<file path="src/rtl/tx_buff.sv">
// rtl/tx_buff.sv - CAN transmit buffer: byte-serial host load, frame hold for the frame generator
module tx_buff #(
    parameter int BUSY_CYCLES = 16
) (
    input  logic       clk,
    input  logic       reset,
    input  logic [7:0] data_in,
    input  logic       tx_buff_ld,
    output logic       frame_gen_intl,
    output logic       tx_buff_busy,
    output logic [7:0] tx_buff_1,
    output logic [7:0] tx_buff_2,
    output logic [7:0] tx_buff_3,
    output logic [7:0] tx_buff_4,
    output logic [7:0] tx_buff_5,
    output logic [7:0] tx_buff_6,
    output logic [7:0] tx_buff_7,
    output logic [7:0] tx_buff_8,
    output logic [7:0] tx_buff_9,
    output logic [7:0] tx_buff_10,
    output logic       rtr,
    output logic [3:0] dlc
);

    localparam logic [1:0] S_IDLE = 2'd0;
    localparam logic [1:0] S_LOAD = 2'd1;
    localparam logic [1:0] S_BUSY = 2'd2;
    localparam int         HW     = $clog2(BUSY_CYCLES + 1);

    logic [1:0]    r_state;
    logic [3:0]    r_ptr;
    logic [3:0]    r_total;
    logic [HW-1:0] r_hold;
    logic          r_intl;
    logic [7:0]    r_buf [10];

    logic [3:0]    w_ndata;
    logic [3:0]    w_total;
    logic          w_last;

    // Frame length is fixed by the header byte on the edge it is written, so
    // a two-byte frame can complete on that same edge.
    always_comb begin
        w_ndata = 4'd0;
        if (!data_in[4])
            w_ndata = data_in[3] ? 4'd8 : data_in[3:0];
        w_total = (r_ptr == 4'd1) ? (4'd2 + w_ndata) : r_total;
        w_last  = (r_ptr != 4'd0) && ((r_ptr + 4'd1) == w_total);
    end

    always_ff @(posedge clk) begin
        if (reset) begin
            r_state <= S_IDLE;
            r_ptr   <= 4'd0;
            r_total <= 4'd0;
            r_hold  <= '0;
            r_intl  <= 1'b0;
            for (int i = 0; i < 10; i++)
                r_buf[i] <= 8'd0;
        end else begin
            r_intl <= 1'b0;
            case (r_state)
                S_IDLE, S_LOAD: begin
                    if (tx_buff_ld) begin
                        if (r_ptr == 4'd0) begin
                            for (int i = 1; i < 10; i++)
                                r_buf[i] <= 8'd0;
                        end
                        r_buf[r_ptr] <= data_in;
                        r_ptr        <= r_ptr + 4'd1;
                        if (r_ptr == 4'd1)
                            r_total <= w_total;
                        if (w_last) begin
                            r_state <= S_BUSY;
                            r_intl  <= 1'b1;
                            r_hold  <= HW'(BUSY_CYCLES - 1);
                        end else begin
                            r_state <= S_LOAD;
                        end
                    end
                end
                S_BUSY: begin
                    if (r_hold == '0) begin
                        r_state <= S_IDLE;
                        r_ptr   <= 4'd0;
                    end else begin
                        r_hold <= r_hold - 1'b1;
                    end
                end
                default: r_state <= S_IDLE;
            endcase
        end
    end

    assign frame_gen_intl = r_intl;
    assign tx_buff_busy   = (r_state == S_BUSY);
    assign tx_buff_1      = r_buf[0];
    assign tx_buff_2      = r_buf[1];
    assign tx_buff_3      = r_buf[2];
    assign tx_buff_4      = r_buf[3];
    assign tx_buff_5      = r_buf[4];
    assign tx_buff_6      = r_buf[5];
    assign tx_buff_7      = r_buf[6];
    assign tx_buff_8      = r_buf[7];
    assign tx_buff_9      = r_buf[8];
    assign tx_buff_10     = r_buf[9];
    assign rtr            = r_buf[1][4];
    assign dlc            = r_buf[1][3:0];

endmodule

</file>
<file path="config.mk">
export PLATFORM = sky130hd
export DESIGN_NAME = tx_buff
export DESIGN_NICKNAME = d
export VERILOG_FILES = /design/src/rtl/tx_buff.sv
export SDC_FILE = /design/constraint.sdc
export NUM_CORES = 1
export LEC_CHECK = 0
export BUFFER_PORTS_ARGS = -buffer_cell sky130_fd_sc_hd__buf_2
export CAP_MARGIN = 10
export CORE_AREA = 2 2 132 134
export CTS_CLUSTER_SIZE = 16
export DETAILED_ROUTE_END_ITERATION = 12
export DIE_AREA = 0 0 134 136
export PLACE_DENSITY = 0.48
export SLEW_MARGIN = 20
export SYNTH_ARGS = -nofsm -noshare
export SYNTH_HDL_FRONTEND = slang
export SYNTH_SLANG_ARGS = --single-unit
export TNS_END_PERCENT = 20
</file>
<file path="constraint.sdc">
create_clock -name clk -period 3.6 [get_ports clk]
set_input_delay 0.54 -clock clk [delete_from_list [all_inputs] [get_ports clk]]
set_output_delay 0.54 -clock clk [all_outputs]
set_load 0.05 [all_outputs]
</file>
==> out/results.tsv <==
stage	metric	value	unit
status	run status	finished clean	
drt	ANT nets after route	0	
layout	Final Non-Filler Cells	637	
drt	detailed-route wire length per cell	16.85	µm
timing	maximum clock rate	363.8	MHz
power	leak pwr	2.356	nW
placed_design	DPL Wire Length	7244	µm
synthesis	Yosys reg bits	96	
critical_path	CP Data Arrival Time	2770	ps
placed_design	port bufs	97	
clock_tree	CTS tree	yes	
synthesis	EDFF count, synth	80	
grt	total gr overflow	0	
layout	area added between synthesis and finish	24.61	%
placed_design	DP Cell Count	621	
timing	Slew Limit Headroom	48.76	%
timing	setup TNS	0	ps
clock_tree	clk buf depth	2	
synthesis	sequential area share after synthesis	66.02	%
drt	Pre-antenna DRT Iters	4	
clock_tree	Num CTS Buffers	9	
clock_tree	Resized cells post-CTS	0	
clock_tree	clock root cell	clkbuf_16	
synthesis	synthesized instance count	324	
layout	Final #Nets	425	
grt	largest net degree at the start of global routing	37	
floorplan	die area	18220	µm²
critical_path	worst-case reg-to-reg path depth	5	
timing	Layout Skew	6.852	ps
drt	Vias/cell	4.451	
critical_path	WS Path Type	register to register	
drt	Final Routed Wirelength	10730	µm
grt	vias in the first global route	2803	
clock_tree	hold buffer count at cts	0	
grt	first-pass GRT wire length	16220	µm
floorplan	Ports	98	
drt	via count	2835	
critical_path	WP data required	3620	ps
floorplan	Die W	134	µm
floorplan	die height	136	µm
critical_path	Critical Path End Type	register	
power	Pwr Total	2.876	mW
drt	DRC viols	0	
floorplan	row count	48	
clock_tree	H-Tree Depth	3	
synthesis	Yosys warning total	0	
worst_hold_path	Hold Crit Depth	2	
timing	fin crit share	76.35	%
synthesis	post-synth cell types	44	
synthesis	main flop type after synthesis	edfxtp_1	
clock_tree	Post CTS Setup Buffer Count	0	
timing	Pins Over Slew Limit	0	
layout	share of layout cells above drive strength 1	30.58	%
timing	unrepaired setup endpoints after global routing	false	
power	Peak supply drop	229.4	µV
synthesis	Syn Std Cell Area	4124	µm²
clock_tree	Reg clk slew, reported paths	70	ps
power	power density over cell area	559.6	nW/µm²
critical_path	crit-path max FO	28	
layout	Fillers	1714	
floorplan	core area	16880	µm²
clock_tree	Clock Sinks	96	
clock_tree	Skew-Pair Late Insertion Delay	350	ps
timing	Tmin final	2749	ps
synthesis	syn nets	342	
grt	GR Util All Layers	11.93	%
synthesis	asr flop ratio synth	0	%
flow_run	total of max-cap violations	0	
critical_path	crit path launch type	register	
synthesis	syn_area_per_cell	12.73	µm²
placed_design	global placement routability congestion	0.7651	
worst_hold_path	Hold Crit Class	input pin to register	
drt	initial DRC count	185	
grt	initial antenna violation count	0	
timing	final hold violations	0	
floorplan	Initial Utilization	24.44	%
layout	diode count	0	
timing	Worst-Margin Slew	768.6	ps
timing	setup violators final	0	
-- report_power, final --
| part | total [mW] | switching [mW] | internal [mW] |
|---|---|---|---|
| clock network | 1.09 | 0.410 | 0.676 |
| registers | 1.31 | 0.0309 | 1.28 |
| logic | 0.478 | 0.390 | 0.0875 |
-- Yosys cell counts, drive strengths merged, types with 7 or more instances --
master	instances	share of area (%)
nor2	15	1.4
edfxtp	80	58
and3	72	11
and2	8	1.2
dfxtp	16	7.8
o21ai	12	1.5
a21oi	8	0.97
ha	7	2.1
buf	9	1.5
inv	7	0.64
clkbuf	21	1.9
nand2	13	1.2
-- per-layer routing --
layer	share of wire (%)	track usage, %	vias up
met4	1.8	5.378	0
li1	-	-	1363
met2	48	19.15	80
met1	45	15.41	1379
met3	5.2	2.685	13
met5	0	0	-
-- final timing paths --
path	to	slack [ps]	start
setup reg to reg	r_buf[9][7]$_SDFFCE_PN0P_	850	r_ptr[0]$_SDFFE_PP0P_
setup / recovery	r_buf[9][7]$_SDFFCE_PN0P_	850	r_ptr[0]$_SDFFE_PP0P_
hold / removal	r_state[0]$_SDFFE_PP0P_	440	tx_buff_ld
hold reg to reg	r_total[2]$_SDFFE_PP0P_	490	r_total[2]$_SDFFE_PP0P_
-- state kept, by name, indices dropped and copies added (netlist names) --
register and cells:
frame_gen_intl 1, r_state 2, r_total 4, r_buf 80
r_hold 5, r_ptr 4
-- placed cells by master, fill, tap and decap left out, types with 3 or more instances in the layout --
master	n
clkbuf_16	9
dfxtp_1	16
buf_2	97
and2_1	8
a21oi_1	8
a21o_1	4
nand2b_1	5
nor3_1	6
inv_1	7
a31oi_1	3
nor2_1	15
nor2b_1	3
bufinv_16	3
nor3b_1	4
nor4_1	3
nand2_1	13
nand3_1	3
o21ai_0	11
edfxtp_1	80
and3_1	72
ha_1	7
xnor2_1	3
buf_4	5
-- per-stage QoR --
| step | util [%] | hold slack [ps] | worst slack (ps) | area [µm²] |
|---|---|---|---|---|
| floorplan | - | 462.4 | 1262 | 4124 |
| global placement | 28.45 | 476.6 | 897.5 | 4802 |
| detailed placement | 28.45 | 488.1 | 848.1 | 4802 |
| CTS | 30.45 | 429.7 | 831.8 | 5139 |
| global route | 30.45 | 475.3 | 559.4 | 5139 |
| finish | 30.45 | 439.1 | 851.4 | 5139 |
-- cells by family after synthesis --
| kind of cell | Yosys count | synth area share (%) |
|---|---|---|
| adder cells (fa/ha/maj) | 7 | 2.124 |
| flip-flops | 96 | 66.02 |
| XOR/XNOR | 5 | 1.062 |
| AND/OR/NAND/NOR | 141 | 20.39 |
| buffers and inverters | 37 | 4.066 |
| AO/OA/AOI/OAI | 38 | 6.341 |
-- critical path, cell delays in order, from the launching register on --
cell	delay, ps
dfxtp_1	420
inv_1	140
ha_1	670
a31oi_1	360
inv_1	490
a21o_1	330
-- area by class of cell --
type	instances	area [µm²]	area share [%]
Timing Repair Buffer	102	523.0	10.18
Clock inverter	6	107.6	2.094
Sequential cell	96	2723	52.98
Tap cell	225	281.5	5.478
Clock buffer	10	229.0	4.456
Multi-Input combinational cell	191	1249	24.30
Inverter	7	26.28	0.5113
(Power assumes the default switching activity.)
